==> src/rtl/pipe_pkg.sv <==
// rtl/pipe_pkg.sv - shared types, defaults and lane helper for the skid stage
// Purpose: state encoding, default geometry and the lane bit-offset helper
// used by pipe_skid_stage and pipe_entry_reg.
package pipe_pkg;

    localparam int DEF_DATA_W = 32;
    localparam int DEF_LANES  = 2;

    // Encoding equals the number of held entries.
    typedef enum logic [1:0] {
        EMPTY = 2'd0,
        HALF  = 2'd1,
        FULL  = 2'd2
    } state_e;

    // Lowest bit of lane 'lane' in a packed multi-lane payload.
    function automatic int lane_lsb(input int lane, input int data_w);
        return lane * data_w;
    endfunction

endpackage

==> src/rtl/pipe_entry_reg.sv <==
// rtl/pipe_entry_reg.sv - one masked multi-lane entry register
// Purpose: holds one transfer (lane mask + payload). Disabled lanes are
// zeroed on capture. clear_i has priority over load_i.
// Ports:
//   clk, rst          clock, async active-high reset
//   load_i, clear_i   capture the input / zero the entry
//   lane_en_i, data_i transfer to capture
//   lane_en_o, data_o stored transfer
module pipe_entry_reg
    import pipe_pkg::*;
#(
    parameter int DATA_W = DEF_DATA_W,
    parameter int LANES  = DEF_LANES
) (
    input  logic                    clk,
    input  logic                    rst,
    input  logic                    load_i,
    input  logic                    clear_i,
    input  logic [LANES-1:0]        lane_en_i,
    input  logic [LANES*DATA_W-1:0] data_i,
    output logic [LANES-1:0]        lane_en_o,
    output logic [LANES*DATA_W-1:0] data_o
);

    logic [LANES-1:0]        lane_en_q;
    logic [LANES*DATA_W-1:0] data_q;
    logic [LANES*DATA_W-1:0] masked_data;

    for (genvar i = 0; i < LANES; i++) begin : g_lane
        assign masked_data[lane_lsb(i, DATA_W) +: DATA_W] =
            lane_en_i[i] ? data_i[lane_lsb(i, DATA_W) +: DATA_W] : '0;
    end

    always_ff @(posedge clk or posedge rst) begin
        if (rst) begin
            lane_en_q <= '0;
            data_q    <= '0;
        end else if (clear_i) begin
            lane_en_q <= '0;
            data_q    <= '0;
        end else if (load_i) begin
            lane_en_q <= lane_en_i;
            data_q    <= masked_data;
        end
    end

    assign lane_en_o = lane_en_q;
    assign data_o    = data_q;

endmodule

==> src/rtl/pipe_skid_stage.sv <==
// rtl/pipe_skid_stage.sv - two-entry skid buffer with registered in_ready
// Purpose: pipeline stage that breaks the ready path. A main entry drives the
// output; a skid entry absorbs the transfer accepted while the downstream
// stalls, so in_ready comes straight from a flop.
// Ports:
//   clk, rst                       clock, async active-high reset
//   flush                          synchronous discard of all held entries
//   in_valid/in_ready              upstream handshake
//   in_lane_en/in_data             offered transfer (lane i at [i*DATA_W +: DATA_W])
//   out_valid/out_ready            downstream handshake
//   out_lane_en/out_data           main entry (zero when empty)
//   occupancy                      held entries, 0..2
//   stall_cnt                      saturating count of backpressure cycles
module pipe_skid_stage
    import pipe_pkg::*;
#(
    parameter int DATA_W = DEF_DATA_W,
    parameter int LANES  = DEF_LANES,
    parameter int CNT_W  = 16
) (
    input  logic                    clk,
    input  logic                    rst,
    input  logic                    flush,
    input  logic                    in_valid,
    output logic                    in_ready,
    input  logic [LANES-1:0]        in_lane_en,
    input  logic [LANES*DATA_W-1:0] in_data,
    output logic                    out_valid,
    input  logic                    out_ready,
    output logic [LANES-1:0]        out_lane_en,
    output logic [LANES*DATA_W-1:0] out_data,
    output logic [1:0]              occupancy,
    output logic [CNT_W-1:0]        stall_cnt
);

    state_e                  state_q, state_d;
    logic                    in_ready_q;
    logic [CNT_W-1:0]        stall_cnt_q, stall_cnt_d;
    logic                    in_fire, out_fire;
    logic                    main_load, main_clear, main_from_skid;
    logic                    skid_load, skid_clear;
    logic [LANES-1:0]        main_lane_en, skid_lane_en, main_src_lane_en;
    logic [LANES*DATA_W-1:0] main_data, skid_data, main_src_data;

    // An all-lanes-off offer is accepted but carries nothing.
    assign in_fire  = in_valid & in_ready_q & (|in_lane_en);
    assign out_fire = out_valid & out_ready;

    // State register; in_ready is precomputed from the next state so it
    // never depends combinationally on out_ready. It stays low in reset.
    always_ff @(posedge clk or posedge rst) begin
        if (rst) begin
            state_q    <= EMPTY;
            in_ready_q <= 1'b0;
        end else begin
            state_q    <= state_d;
            in_ready_q <= (state_d != FULL);
        end
    end

    // Next state; flush overrides any handshake in the same cycle.
    always_comb begin
        state_d = state_q;
        if (flush) begin
            state_d = EMPTY;
        end else begin
            case (state_q)
                EMPTY: if (in_fire) state_d = HALF;
                HALF: begin
                    if (in_fire && !out_fire)      state_d = FULL;
                    else if (out_fire && !in_fire) state_d = EMPTY;
                end
                FULL:    if (out_fire) state_d = HALF;
                default: state_d = EMPTY;
            endcase
        end
    end

    // Entry controls and status outputs.
    always_comb begin
        main_load      = 1'b0;
        main_clear     = 1'b0;
        main_from_skid = 1'b0;
        skid_load      = 1'b0;
        skid_clear     = 1'b0;
        occupancy      = 2'd0;
        case (state_q)
            EMPTY: main_load = in_fire;
            HALF: begin
                occupancy  = 2'd1;
                main_load  = in_fire & out_fire;
                skid_load  = in_fire & ~out_fire;
                main_clear = out_fire & ~in_fire;
            end
            FULL: begin
                occupancy      = 2'd2;
                main_from_skid = 1'b1;
                main_load      = out_fire;
                skid_clear     = out_fire;
            end
            default: occupancy = 2'd0;
        endcase
        if (flush) begin
            main_load  = 1'b0;
            skid_load  = 1'b0;
            main_clear = 1'b1;
            skid_clear = 1'b1;
        end
    end

    assign main_src_lane_en = main_from_skid ? skid_lane_en : in_lane_en;
    assign main_src_data    = main_from_skid ? skid_data    : in_data;

    pipe_entry_reg #(.DATA_W(DATA_W), .LANES(LANES)) u_main (
        .clk       (clk),
        .rst       (rst),
        .load_i    (main_load),
        .clear_i   (main_clear),
        .lane_en_i (main_src_lane_en),
        .data_i    (main_src_data),
        .lane_en_o (main_lane_en),
        .data_o    (main_data)
    );

    pipe_entry_reg #(.DATA_W(DATA_W), .LANES(LANES)) u_skid (
        .clk       (clk),
        .rst       (rst),
        .load_i    (skid_load),
        .clear_i   (skid_clear),
        .lane_en_i (in_lane_en),
        .data_i    (in_data),
        .lane_en_o (skid_lane_en),
        .data_o    (skid_data)
    );

    // Backpressure counter saturates and ignores flush.
    always_comb begin
        stall_cnt_d = stall_cnt_q;
        if (out_valid && !out_ready && (stall_cnt_q != {CNT_W{1'b1}}))
            stall_cnt_d = stall_cnt_q + 1'b1;
    end

    always_ff @(posedge clk or posedge rst) begin
        if (rst) stall_cnt_q <= '0;
        else     stall_cnt_q <= stall_cnt_d;
    end

    assign in_ready    = in_ready_q;
    assign out_valid   = (state_q != EMPTY);
    assign out_lane_en = out_valid ? main_lane_en : '0;
    assign out_data    = out_valid ? main_data : '0;
    assign stall_cnt   = stall_cnt_q;

endmodule

==> config.mk <==
export PLATFORM = sky130hd
export DESIGN_NAME = pipe_skid_stage
export DESIGN_NICKNAME = d
export VERILOG_FILES = /design/src/rtl/pipe_pkg.sv /design/src/rtl/pipe_entry_reg.sv /design/src/rtl/pipe_skid_stage.sv
export SDC_FILE = /design/constraint.sdc
export NUM_CORES = 1
export LEC_CHECK = 0
export CORE_MARGIN = 2
export CORE_UTILIZATION = 50
export CTS_BUF_LIST = sky130_fd_sc_hd__clkbuf_2
export CTS_CLUSTER_SIZE = 25
export DETAILED_ROUTE_END_ITERATION = 7
export DONT_BUFFER_PORTS = 1
export HOLD_SLACK_MARGIN = 0.1
export PLACE_DENSITY_LB_ADDON = 0.25
export SLEW_MARGIN = 20
export SYNTH_ARGS = -nofsm -noshare
export SYNTH_HDL_FRONTEND = slang
export SYNTH_SLANG_ARGS = --single-unit
==> constraint.sdc <==
create_clock -name clk -period 5.2 [get_ports clk]
set_input_delay 1.04 -clock clk [delete_from_list [all_inputs] [get_ports clk]]
set_output_delay 1.04 -clock clk [all_outputs]
set_load 0.05 [all_outputs]
After elaboration in Yosys (flattened, before gate mapping)
Cells that the tools add are included. W data, S select, Z words.

Memories: 0. Bits in registers: 151. Input port bits: 71. Bits in writable memories: 0. ROM bits: 0. Bits in latches: 0. Logic and storage cells: 64.

Multiplexer cells: 32. Add/sub/neg operators: 1. $mul: 0. Shifts and indexed selects: 0. Eq/ne operators: 4. Reductions and logical operators: 12. Magnitude comparators: 0. Divide/modulo/power cells: 0. Bitwise logic cells: 8.

Operator list (number): $mux W64 (6); $mux W32 (4); $mux W2 (11); $add A16 B1 Y16 const B (1); $ne A16 B16 Y1 const B (1); $mux W1 (8); $and A1 B1 Y1 (6); $pmux W2 S3 (1); $reduce_bool A2 Y1 (3); $logic_and A1 B1 Y1 (4); $pmux W2 S2 (1); $logic_not A1 Y1 (3); $pmux W1 S3 (1); $eq A2 B1 Y1 const B (1); $eq A2 B2 Y1 const B (1); $logic_not A2 Y1 (1); $ne A2 B2 Y1 const B (1); $not A1 Y1 (2); $reduce_or A2 Y1 (1).

Logic depth before layout (Yosys ltp)
Depth in word-level cells: 9. Gate-level depth with buffers: 7. Depth with buffers taken out: 5.

Modules after synthesis
From an unflattened synthesis, not the netlist that was laid out.

Cells, all modules: 857. Area, all modules: 7756.2 sq um.

Modules (own cells, without submodules): pipe_entry_reg (cells an instance 233, times used 2, area an instance 2722.6 sq um, seq. area each 1651.6 sq um); pipe_skid_stage (cells an instance 391, times used 1, area an instance 2311.0 sq um, seq. area each 475.5 sq um).

Least setup slack after synthesis
No wires, ideal clock.

Path type: flip-flop to output port. Start: register state_q[1]. End: output port out_data[54]. Stages on the path, launching flop included: 6. Data required time: 4.160 ns. Arrival: 1.759 ns. Path slack: 2.401 ns. Cell sequence: dfrtp_1 buf_2 nor2_1 inv_1 clkbuf_1 and2_1.

Word-level cells in the longest chain between the ends: 2.

Ends and longest elaborated chain: start: declaration (line pipe_skid_stage.sv:36) `state_e state_q, state_d;`; start signal: assignment (line pipe_skid_stage.sv:56) `state_q <= state_d;`; $reduce_bool A2 Y1 (line pipe_skid_stage.sv:149) `assign out_valid = (state_q != EMPTY);`; named net out_valid (line pipe_skid_stage.sv:28) `output logic out_valid,`; $mux W64 (line pipe_skid_stage.sv:151) `assign out_data = out_valid ? main_data : '0;`; end: declaration (line pipe_skid_stage.sv:31) `output logic [LANES*DATA_W-1:0] out_data,`.

The timed path passes the listed nets, and every way through them passes these cells.

Worst setup path after layout
Start: register state_q[0]. End: output port out_data[3].

Same word-level chain as after synthesis.

==> summary.txt <==
Global routing
  – Initial antenna violation count: 1
  – Global-route wire length before repair: 25.45 mm
  – Total gr overflow: 0
  – Total GRT Usage: 22.39%
  – Number of global-route vias before repair: 4772
  – Largest net degree at the start of global routing: 112

Floorplanning
  – DIE HEIGHT: 120.8 um
  – I/O pins: 157
  – Chip width: 120.8 um
  – FP Rows: 42
  – Core Box Area: 13300 um2
  – Starting Density: 51.31%
  – Die area: 14590 um2

Worst setup path
  – Crit Path Max Fanout: 68
  – WP data required: 4.16 ns
  – CP Capture Type: primary output
  – Setup crit end: out_data[3]
  – Data arrival, critical path: 2.96 ns
  – Worst R2R Path Depth: 5
  – Worst R2R Start: state_q[0]
  – Crit path from: state_q[0]
  – FF-to-FF End: stall_cnt[1]
  – Startpoint types: register
  – Setup Crit Path Kind: register to primary output
  – Flop-to-flop setup slack: 2.58 ns

Final layout
  – Area of the multi-input gates: 2804 um2
  – Non-filler cells, final: 782
  – Reg area: 3779 um2
  – Filler cell count: 1188
  – Most frequent cells in the layout: 151 x dfrtp_1, 74 x nand2_1, 68 x and2_1
  – Cell area after layout: 7192 um2
  – Area delta synth->final: 5.429%
  – Commonest non-fill, non-tap cell in the layout: dfrtp_1
  – Layout Nets: 666
  – Layout cells sized above 1: 8.099%

Yosys
  – Post-synth net total: 680
  – Mapped cell area: 6822 um2
  – Library cells used by synthesis: 37
  – Avg Cell Area, Syn: 11.22 um2
  – Post-Syn Instances: 608
  – Seq/Total Area, Yosys: 55.39%
  – Synth Register Bits: 151
  – Yosys warns: 0

CTS
  – CTS tree: built
  – Htree depth: 4
  – Num CTS Buffers: 17
  – CTS clk-pin slew, worst paths: 0.19 ns
  – Post-cts resize count: 0
  – Post CTS Setup Buffer Count: 0
  – Hold-fix buffers, CTS: 0
  – Later-pin clock latency in the skew report: 0.70 ns
  – Root Buffer: clkbuf_2
  – CTS Buffer Depth: 2
  – Clock sinks: 151

Drt
  – Routed WL: 15.41 mm
  – Post-route DRC: 0
  – Via count: 4604
  – DR iter-0 viols: 309
  – WL/cell: 19.71 um
  – DRT Pass-1 Iters: 4
  – Vias per inst: 5.887
  – Post-DRT Antenna Nets: 0

Timing
  – Fmax: 250.3 MHz
  – Tcrit/Tclk final: 76.84%
  – Hold WS: 0.3859 ns
  – Crit path time final: 3.996 ns
  – Final setup viols: 0
  – Fin. max-slew vios: 0
  – Rel. slew slack: 30.52%
  – Worst Skew: 0.03123 ns
  – Worst Tran Pin Value: 1.040 ns
  – Unrepaired setup endpoints after global routing: no
  – Final Hold Fails: 0
  – Setup TNS: 0 ns

Placed design
  – Port Buffers: 0
  – DP Area: 6917 um2
  – Placed insts: 751
  – Final GP Congestion: 0.8146
  – HPWL Detailed: 9.724 mm

Power
  – Maximum vdd drop: 0.1867 mV
  – Leak: 3.278 nW
  – Pwr dens: 318.4 nW/um2

Flow run
  – Max Cap Viol: 0

Worst hold path
  – Hold Crit Start: flush
  – Hold/Removal Path Class: input pin to register

Outcome
  – Outcome: finished clean
metal layers:
layer  track usage (%)  vias to the layer above  part of all wire, %  wire length (um)
li1                  -                     2104                    -                 -
met1             29.28                     2358                   43              6656
met2             36.09                      132                   49              7549
met3             7.406                       10                  7.2              1102
met4             5.741                        0                 0.67               104
met5                 0                        -                    0                 0
synthesized netlist by cell type:
cell type	number	area share (%)
nand4b_1	1	0.13
o21ba_2	1	0.15
mux2_2	3	0.50
a22o_1	64	8.2
and2_1	68	6.2
a21o_1	2	0.22
dfrtp_1	151	55
and3b_1	2	0.26
clkbuf_1	12	0.66
a211oi_2	1	0.18
a2111oi_4	1	0.40
nor2_1	6	0.33
clkbuf_2	1	0.073
o21ai_1	38	2.8
and4_1	2	0.26
o211ai_2	2	0.37
ha_1	1	0.18
xnor2_1	1	0.13
o21ai_0	27	2.0
o211ai_1	1	0.11
a211oi_1	1	0.11
nand4_1	5	0.46
mux2i_1	66	9.7
nor3_1	6	0.44
nor4_1	5	0.46
and3_1	3	0.28
xor2_1	14	1.8
buf_4	10	1.1
buf_2	22	1.6
inv_1	5	0.28
nor2b_1	3	0.28
o211a_1	1	0.15
o22a_1	1	0.13
nor3b_1	2	0.22
nand3_1	4	0.29
or2_2	1	0.092
nand2_1	74	4.1
flip-flops by register name, summed over array words and instances, names as in the netlist:
| signal | count |
|---|---|
| u_main.lane_en_o | 2 |
| u_skid.lane_en_o | 2 |
| stall_cnt | 16 |
| in_ready | 1 |
| u_skid.data_o | 64 |
| u_main.data_o | 64 |
| state_q | 2 |
logic make-up after synthesis:
| logic type | Yosys count | synth area share, % |
|---|---|---|
| buffers and inverters | 50 | 3.723 |
| multiplexers | 69 | 10.18 |
| AO/OA/AOI/OAI | 140 | 14.80 |
| adder cells (fa/ha/maj) | 1 | 0.1834 |
| flip-flops | 151 | 55.39 |
| XOR/XNOR | 15 | 1.926 |
| AND/OR/NAND/NOR | 182 | 13.79 |
report_power, final:
part           internal, mW  total (mW)  switching (mW)  leakage [nW]
Sequential             1.22        1.33           0.111          2.08
Clock                 0.349       0.741           0.392         0.157
Combinational        0.0613       0.218           0.157          1.04
Total                  1.63        2.29           0.660          3.28
final cells by class:
cell class,count,share of cell area (%)
antenna,1,0.03479
clock buffer,17,1.183
clock inverter,13,2.592
inverter,5,0.3479
multi-input combinational,407,38.99
sequential,151,52.54
tap,176,3.062
timing repair buffer,12,1.253
critical path: stages, from the launching register on:
cell	delay (ns)
dfrtp_1	0.53
nor2_1	0.30
clkinv_2	0.76
and2_1	0.67
per-stage QoR:
stage | worst slack [ns] | power, mW | util, %
2_1_floorplan | 0.09526 | 1.522 | -
3_3_place_gp | 2.211 | 1.562 | 52.02
3_5_place_dp | 2.111 | 1.574 | 52.02
4_1_cts | 1.274 | 2.319 | 54.07
5_1_grt | 0.8973 | 2.401 | 54.09
6_report | 1.204 | 2.290 | 54.09
worst min path at each step:
| stage | to | slack (ns) | cells past startpoint |
|---|---|---|---|
| 2_1_floorplan | u_main.lane_en_o[0] | 0.44 | 2 |
| 5_1_grt | state_q[0] | 0.28 | 1 |
| 4_1_cts | state_q[0] | 0.31 | 1 |
| 3_5_place_dp | u_main.data_o[57] | 0.46 | 2 |
| 3_3_place_gp | u_main.lane_en_o[0] | 0.45 | 2 |
| 6_report | state_q[0] | 0.39 | 1 |
(Power assumes the default switching activity.)
